$ cat src/rtl/bmf_pkg.sv
// bmf_pkg: shared types and constants for the Boolean-matrix-factorised stream decoder
package bmf_pkg;
  typedef enum logic {CONFIG, RUN} bmf_state_t;
  localparam int SEMI_OR = 0;
  localparam int SEMI_XOR = 1;
  localparam int BMF_K = 3;
  localparam int BMF_M = 4;
endpackage

$ cat src/rtl/bmf_bool_product.sv
// bmf_bool_product: Boolean product of a latent vector with a K x M basis matrix
module bmf_bool_product
  import bmf_pkg::*;
#(
  parameter int K = BMF_K,
  parameter int M = BMF_M,
  parameter int XOR_MODE = SEMI_OR
) (
  input  logic [K-1:0]   k,
  input  logic [K*M-1:0] h,
  output logic [M-1:0]   product
);
  always_comb begin
    product = '0;
    for (int i = 0; i < K; i++)
      product = (XOR_MODE == SEMI_XOR) ? product ^ (k[i] ? h[i*M+:M] : '0) : product | (k[i] ? h[i*M+:M] : '0);
  end
endmodule

$ cat src/rtl/bmf_stream_decoder.sv
// bmf_stream_decoder: streaming Boolean-matrix-factorisation decompressor with accuracy monitor
module bmf_stream_decoder
  import bmf_pkg::*;
#(
  parameter int K = BMF_K,
  parameter int M = BMF_M,
  parameter int XOR_MODE = SEMI_OR,
  parameter int CNT_W = 16
) (
  input  logic                           clk,
  input  logic                           rst,
  input  logic                           cfg_we,
  input  logic [(K > 1 ? $clog2(K) : 1)-1:0] cfg_row,
  input  logic [M-1:0]                   cfg_data,
  input  logic                           cfg_start,
  output logic                           busy,
  input  logic                           in_valid,
  output logic                           in_ready,
  input  logic [K-1:0]                   in_k,
  input  logic [M-1:0]                   in_exact,
  output logic                           out_valid,
  input  logic                           out_ready,
  output logic [M-1:0]                   out_data,
  output logic                           out_mismatch,
  input  logic                           err_clear,
  output logic [CNT_W-1:0]               err_count
);
  bmf_state_t state, state_d;
  logic [K*M-1:0] h;
  logic [K-1:0] s1_k;
  logic [M-1:0] s1_exact, s2_data, prod;
  logic s1_valid, s2_valid, s2_mis, adv1, adv2, in_hs, out_hs;
  assign adv2 = !s2_valid || out_ready;
  assign adv1 = !s1_valid || adv2;
  assign busy = state == RUN;
  assign in_ready = busy && adv1;
  assign in_hs = in_valid && in_ready;
  assign out_hs = s2_valid && out_ready;
  assign out_valid = s2_valid;
  assign out_data = s2_data;
  assign out_mismatch = s2_valid && s2_mis;
  bmf_bool_product #(.K(K), .M(M), .XOR_MODE(XOR_MODE)) u_prod (
    .k(s1_k),
    .h(h),
    .product(prod)
  );
  always_comb state_d = (state == CONFIG && cfg_start) ? RUN : state;
  always_ff @(posedge clk) state <= rst ? CONFIG : state_d;
  always_ff @(posedge clk)
    if (rst) h <= '0;
    else if (!busy && cfg_we)
      for (int i = 0; i < K; i++)
        if (int'(cfg_row) == i) h[i*M+:M] <= cfg_data;
  always_ff @(posedge clk)
    if (rst) begin
      s1_valid <= 1'b0;
      s1_k <= '0;
      s1_exact <= '0;
      s2_valid <= 1'b0;
      s2_data <= '0;
      s2_mis <= 1'b0;
    end else begin
      if (adv1) begin
        s1_valid <= in_hs;
        if (in_hs) begin
          s1_k <= in_k;
          s1_exact <= in_exact;
        end
      end
      if (adv2) begin
        s2_valid <= s1_valid;
        if (s1_valid) begin
          s2_data <= prod;
          s2_mis <= prod != s1_exact;
        end
      end
    end
  always_ff @(posedge clk)
    if (rst || err_clear) err_count <= '0;
    else if (out_hs && s2_mis && !(&err_count)) err_count <= err_count + 1'b1;
endmodule
$ cat config.mk
export PLATFORM = sky130hd
export DESIGN_NAME = bmf_stream_decoder
export DESIGN_NICKNAME = d
export VERILOG_FILES = /design/src/rtl/bmf_pkg.sv /design/src/rtl/bmf_bool_product.sv /design/src/rtl/bmf_stream_decoder.sv
export SDC_FILE = /design/constraint.sdc
export NUM_CORES = 1
export LEC_CHECK = 0
export BUFFER_PORTS_ARGS = -buffer_cell sky130_fd_sc_hd__buf_2
export CAP_MARGIN = 20
export CORE_MARGIN = 5
export CORE_UTILIZATION = 30
export CTS_CLUSTER_DIAMETER = 150
export DETAILED_ROUTE_END_ITERATION = 8
export HOLD_SLACK_MARGIN = 0.15
export PLACE_DENSITY_LB_ADDON = 0.05
export SLEW_MARGIN = 20
export SYNTH_ARGS = -nofsm -noshare
export SYNTH_HDL_FRONTEND = slang
export SYNTH_SLANG_ARGS = --single-unit
$ cat constraint.sdc
create_clock -name clk -period 1.5 [get_ports clk]
set_clock_uncertainty 0.15 [all_clocks]
set_input_delay 0.375 -clock clk [delete_from_list [all_inputs] [get_ports clk]]
set_output_delay 0.375 -clock clk [all_outputs]
set_load 0.05 [all_outputs]
==> results.toml, run 1 <==
[clock_tree]
clk_latency_ns = 0.29
numCtsBuffers = 5
clock_path_buffers = 2
clk_pin_slew_worst_paths_ns = 0.08
h-tree-depth = 2
cts_tree = "yes"
clock_sinks = 43
cts-root-buf = "clkbuf_8"

[min_path]
min_path_type = "input pin to register"

[floorplanning]
io_pins = 44
core_um2 = 6350
die_y_um = 90.61
fp.dieW_um = 90.61
start_util_pct = 30.70
rows = 29
dieArea_um2 = 8210

[yosys]
synth_cells = 203
synth_area_um2 = 1949
synth_area_leaders = "dfxtp_1 44%, mux2i_1 9.8%, nor2_1 5.4%, a21oi_1 3.6%, or3_1 2.9%"
synth_nets = 224
synth_area_leader_cell = "dfxtp_1"
ys.flop_type = "dfxtp_1"
synth_cell_types = 38
yosysWarnings = 0
yosysSeqAreaShare_pct = 44.16
synthArstFlopShare_pct = 0
synth_edf_count = 0
synth_seq_cells = 43
yosysTopAreaCellShare_pct = 44.16
postSynthAreaPerCell_um2 = 9.603

[routing]
drt_first_pass_iters = 5
wl_per_cell_um = 14.25
drc = 0
wirelength_mm = 5.485
viasPerCell = 4.979
drt_iter0_markers = 41
route.antenna.remaining_nets = 0
vias = 1917

[finish]
nNetsFinal = 328
final_common_cell = "buf_4"
final_cell_count_no_fill = 385
num-fill-cells = 611
area_delta_synth_final_pct = 69.77
final_layout_size_suffix_gt1_share_pct = 57.14
layout_common_cells = "45 x buf_4, 28 x nor2_1, 25 x buf_6"
antenna-diode-count = 0
multi_input_area_um2 = 1331
regArea_um2 = 928.4

[sta]
tightest_slew_ns = 0.3377
whs_ns = 0.1607
timing.final.crit_share_pct = 111.5
fin_ws_ns = -0.1729
fin_crit_ns = 1.673
max_slew_margin_pct = 77.39
final-hold-violation-count = 0
finalSetupTns_ns = -1.138
rsz0062_at_grt = "yes"
fmax_mhz = 597.8
setup_viol = 20
slew_viol_final = 0

[critical_path]
crit_chain = "buf_6 -> nand3b_1 -> and2_4 -> buf_8"
cp-start-kind = "register"
required_ns = 0.97
max_stage_delay_ns = 0.35
endpoint_kind = "output pin"
arrival_ns = 1.15
worst_path_max_delay_cell = "dfxtp_4"
critical_path_peak_fanout = 3
crit_type = "register to output pin"

[placement]
dp_worst_setup_slack_ns = -0.2047
dp_hpwl_mm = 3.777
numPortBuffers = 43
gp_congestion = 0.7163
placed_cells = 361

[run_status]
violations = "setup timing"
status = "complete, but fails checks"

[power_and_ir_drop]
power_mw = 2.115
power_density_nw_per_um2 = 638.9
power_leakage_nw = 1.385
peakVddDrop_mv = 0.4609

[global_route]
grt_pass1_vias = 1837
grt_pass1_wl_mm = 8.783
grt_usage_pct = 12.69
grt_max_degree = 28
globalRoute.totalOverflow = 0
antenna_found_initial = 0

[job]
drv_cap = 0
[state kept, by name, indices dropped and copies added, names as in the netlist]
name,cells
out_valid,1
out_data,4
s1_k,3
err_count,16
h,12
s1_exact,4
busy,1
s2_mis,1
s1_valid,1
[metal layers]
metal | global-route usage (%) | up-vias | share of wire, %
met1 | 16.05 | 901 | 44
li1 | - | 980 | -
met2 | 21.79 | 34 | 51
met5 | 0 | - | 0
met3 | 2.833 | 2 | 3.8
met4 | 2.978 | 0 | 0.42
[power by group]
part           switching, mW  internal [mW]  total, mW  leakage [nW]
combinational          0.128          0.104      0.232         0.976
sequential            0.0186           1.14       1.16         0.363
clock                  0.398          0.327      0.726        0.0455
total                  0.545           1.57       2.11          1.39
[cell type report]
| cell class | count | area share (%) |
|---|---|---|
| Inverter | 4 | 0.4537 |
| Tap cell | 77 | 2.911 |
| Clock buffer | 6 | 2.193 |
| Timing Repair Buffer | 102 | 25.82 |
| Multi-Input combinational cell | 151 | 40.23 |
| Clock inverter | 2 | 0.3403 |
| Sequential cell | 43 | 28.05 |
[synth_stat cells, drive strengths merged, types with 2 or more instances]
library cell	count
or4	5
or3	9
a222oi	4
dfxtp	43
nand3	6
nor2	28
nand3b	2
a21oi	14
and4	2
o311ai	3
inv	4
xnor2	4
o41ai	3
clkbuf	4
nand2	8
nor4	3
nand4	7
o21ai	6
o31ai	7
and3	2
nor3b	2
and2	4
nor3	2
mux2i	19
a211oi	5
[logic make-up after synthesis]
family                   share of synthesized area, %
adder cells (fa/ha/maj)                        0.6417
buffers and inverters                           1.925
AND/OR/NAND/NOR                                 26.44
multiplexers                                    9.756
XOR/XNOR                                        1.797
flip-flops                                      44.16
AO/OA/AOI/OAI                                   15.28
[repair_timing]
action,CTS,global route
hold buffers,1,0
pin swaps,27,25
cloned,1,0
endpoints found under the setup margin,34,43
endpoints found under the hold margin,1,0
resized for setup,52,52
setup buffers,4,14
[worst max-delay path: cells and delay by family, from the launching register on]
family / cells / cell delay, ns
buf+inv: 2 / 0.24
flops: 1 / 0.35
simple gates: 2 / 0.27
[through the flow]
| step | instance area (um^2) | util [%] |
|---|---|---|
| detailed placement | 2721 | 42.86 |
| finish | 3309 | 52.12 |
| floorplan | 2101 | - |
| global route | 3309 | 52.12 |
| global placement | 2721 | 42.86 |
| CTS | 3012 | 47.43 |
[worst paths after layout]
kind              cells past startpoint             to  slack [ns]           from
hold / removal                        3        s1_k[2]        0.16        in_k[2]
hold reg to reg                       2           h[1]        0.35           h[1]
setup / recovery                      4       in_ready       -0.17      out_valid
setup reg to reg                      6  err_count[12]       -0.15  err_count[13]
(Power assumes the default switching activity.)
==> inputs of run 2 (changes only) <==
==> constraint.sdc (replaced) <==
create_clock -name clk -period 1.5 [get_ports clk]
set_clock_uncertainty 0.15 [all_clocks]
set_input_delay 0.15 -clock clk [delete_from_list [all_inputs] [get_ports clk]]
set_output_delay 0.15 -clock clk [all_outputs]
set_load 0.05 [all_outputs]
==> results.toml, run 2 (synthesized netlist as in run 1, its figures left out) <==
[run_status]
status = "complete, but fails checks"
violations = "setup timing"

[sta]
fmax_mhz = 596.4
final-hold-violation-count = 0
fin_crit_ns = 1.677
max_slew_margin_pct = 74.04
rsz0062_at_grt = "yes"
slew_viol_final = 0
setup_viol = 15
fin_ws_ns = -0.1768
timing.final.crit_share_pct = 111.8
tightest_slew_ns = 0.3864

[routing]
wl_per_cell_um = 13.92
drt_iter0_markers = 51
drt_first_pass_iters = 5
viasPerCell = 4.975
drc = 0
route.antenna.remaining_nets = 0
vias = 1985
wirelength_mm = 5.553

[finish]
reg.largest.list = "err_count (16), h (12)"
layout_common_cells = "48 x buf_4, 41 x buf_2, 27 x nor2_1"
regMostFlops = "err_count"
fin_util_pct = 52.02
largest_register_ffs = 16
area_delta_synth_final_pct = 69.45
final_layout_size_suffix_gt1_share_pct = 54.66
nNetsFinal = 342
antenna-diode-count = 0
final_common_cell = "buf_4"
final_cell_count_no_fill = 399

[placement]
numPortBuffers = 43
gp_congestion = 0.6909
dp_hpwl_mm = 3.778
placed_cells = 362

[critical_path]
cp-start-kind = "register"
arrival_ns = 1.70
max_stage_delay_ns = 0.40
critPathLaunch = "s1_k[0]"
worst_path_max_delay_cell = "a222oi_1"
critical_path_peak_fanout = 5
r2r-start = "s1_k[0]"
crit_family = "compound AO/OA/AOI/OAI gates"
required_ns = 1.53
crit_chain = "a222oi_1 -> buf_4 -> xnor2_2 -> nor4_2 -> a211oi_1"
path_buf_inv = 1
crit_type = "register to register"
endpoint_kind = "register"

[clock_tree]
clock_path_buffers = 2
numCtsBuffers = 5
cts_tree = "yes"
clk_latency_ns = 0.30
cts-root-buf = "clkbuf_8"
clock_sinks = 43
h-tree-depth = 2
clk_pin_slew_worst_paths_ns = 0.08

[min_path]
min_path_type = "input pin to register"
worstHoldStart = "out_ready"

[global_route]
grt_pass1_vias = 1879
grt_max_degree = 28
antenna_found_initial = 0
globalRoute.totalOverflow = 0
grt_pass1_wl_mm = 9.108
grt_usage_pct = 13.30

[floorplanning]
core_um2 = 6350
die_y_um = 90.61
rows = 29
io_pins = 44
start_util_pct = 30.70
dieArea_um2 = 8210
fp.dieW_um = 90.61

[power_and_ir_drop]
power_density_nw_per_um2 = 698.4
peakVddDrop_mv = 0.5355
power_leakage_nw = 1.440
power_mw = 2.307

[job]
drv_cap = 0
-- run 2: cell count changes in the layout (fill, tap and decap cells not counted), moves of 3 or more --
cell / change
buf_6: -16
dlygate4sd3_1: +16
buf_2: +18
o311ai_4: -3
buf_8: -4
buf_4: +3
-- run 2: path summary, 6_finish.rpt --
kind	cells past startpoint	to	slack, ns
setup reg to reg	5	s2_mis	-0.18
hold reg to reg	2	h[8]	0.35
hold / removal	5	out_valid	0.16
setup / recovery	5	s2_mis	-0.18
-- run 2: through the flow --
stage	cell area, um^2	setup TNS [ns]	hold slack, ns	setup WS (ns)
global placement	2726	-0.8508	0.2087	-0.2204
CTS	3132	-0.9520	0.1559	-0.2217
floorplan	2111	-1.630	0.1157	-0.1556
finish	3303	-1.001	0.1625	-0.1768
global route	3303	-2.396	0.2227	-0.2949
detailed placement	2726	-0.8590	0.2193	-0.2337
-- run 2: layer usage --
layer / up-vias / global-route usage, % / share of wire (%)
met2: 41 / 22.52 / 53
met3: 5 / 2.917 / 4.2
li1: 1010 / - / -
met4: 0 / 3.350 / 0.86
met5: - / 0 / 0
met1: 929 / 17.04 / 42
-- run 2: power breakdown --
part           total [mW]  internal [mW]  switching (mW)
Clock               0.893          0.481           0.413
Combinational       0.258          0.125           0.133
Sequential           1.16           1.14          0.0186
Total                2.31           1.74           0.564
-- run 2: worst register-to-register path, cell delays in order, from the launching register on --
cell,delay [ns]
dfxtp_4,0.37
a222oi_1,0.40
buf_4,0.20
xnor2_2,0.06
nor4_2,0.29
a211oi_1,0.10
-- run 2: timing repair --
item,in CTS,in global routing
pin swaps,24,20
setup endpoints to repair,15,32
buffers inserted,9,3
hold buffers,17,0
gates cloned,1,0
resized for setup,18,39
hold endpoints to repair,25,0
-- run 2: layout make-up --
type,instances,area [um^2]
clock inverter,1,8.758
timing repair buffer,116,852.1
sequential,43,930.9
fill,612,3047
inverter,4,15.01
tap,77,96.34
clock buffer,7,107.6
multi-input combinational,151,1292
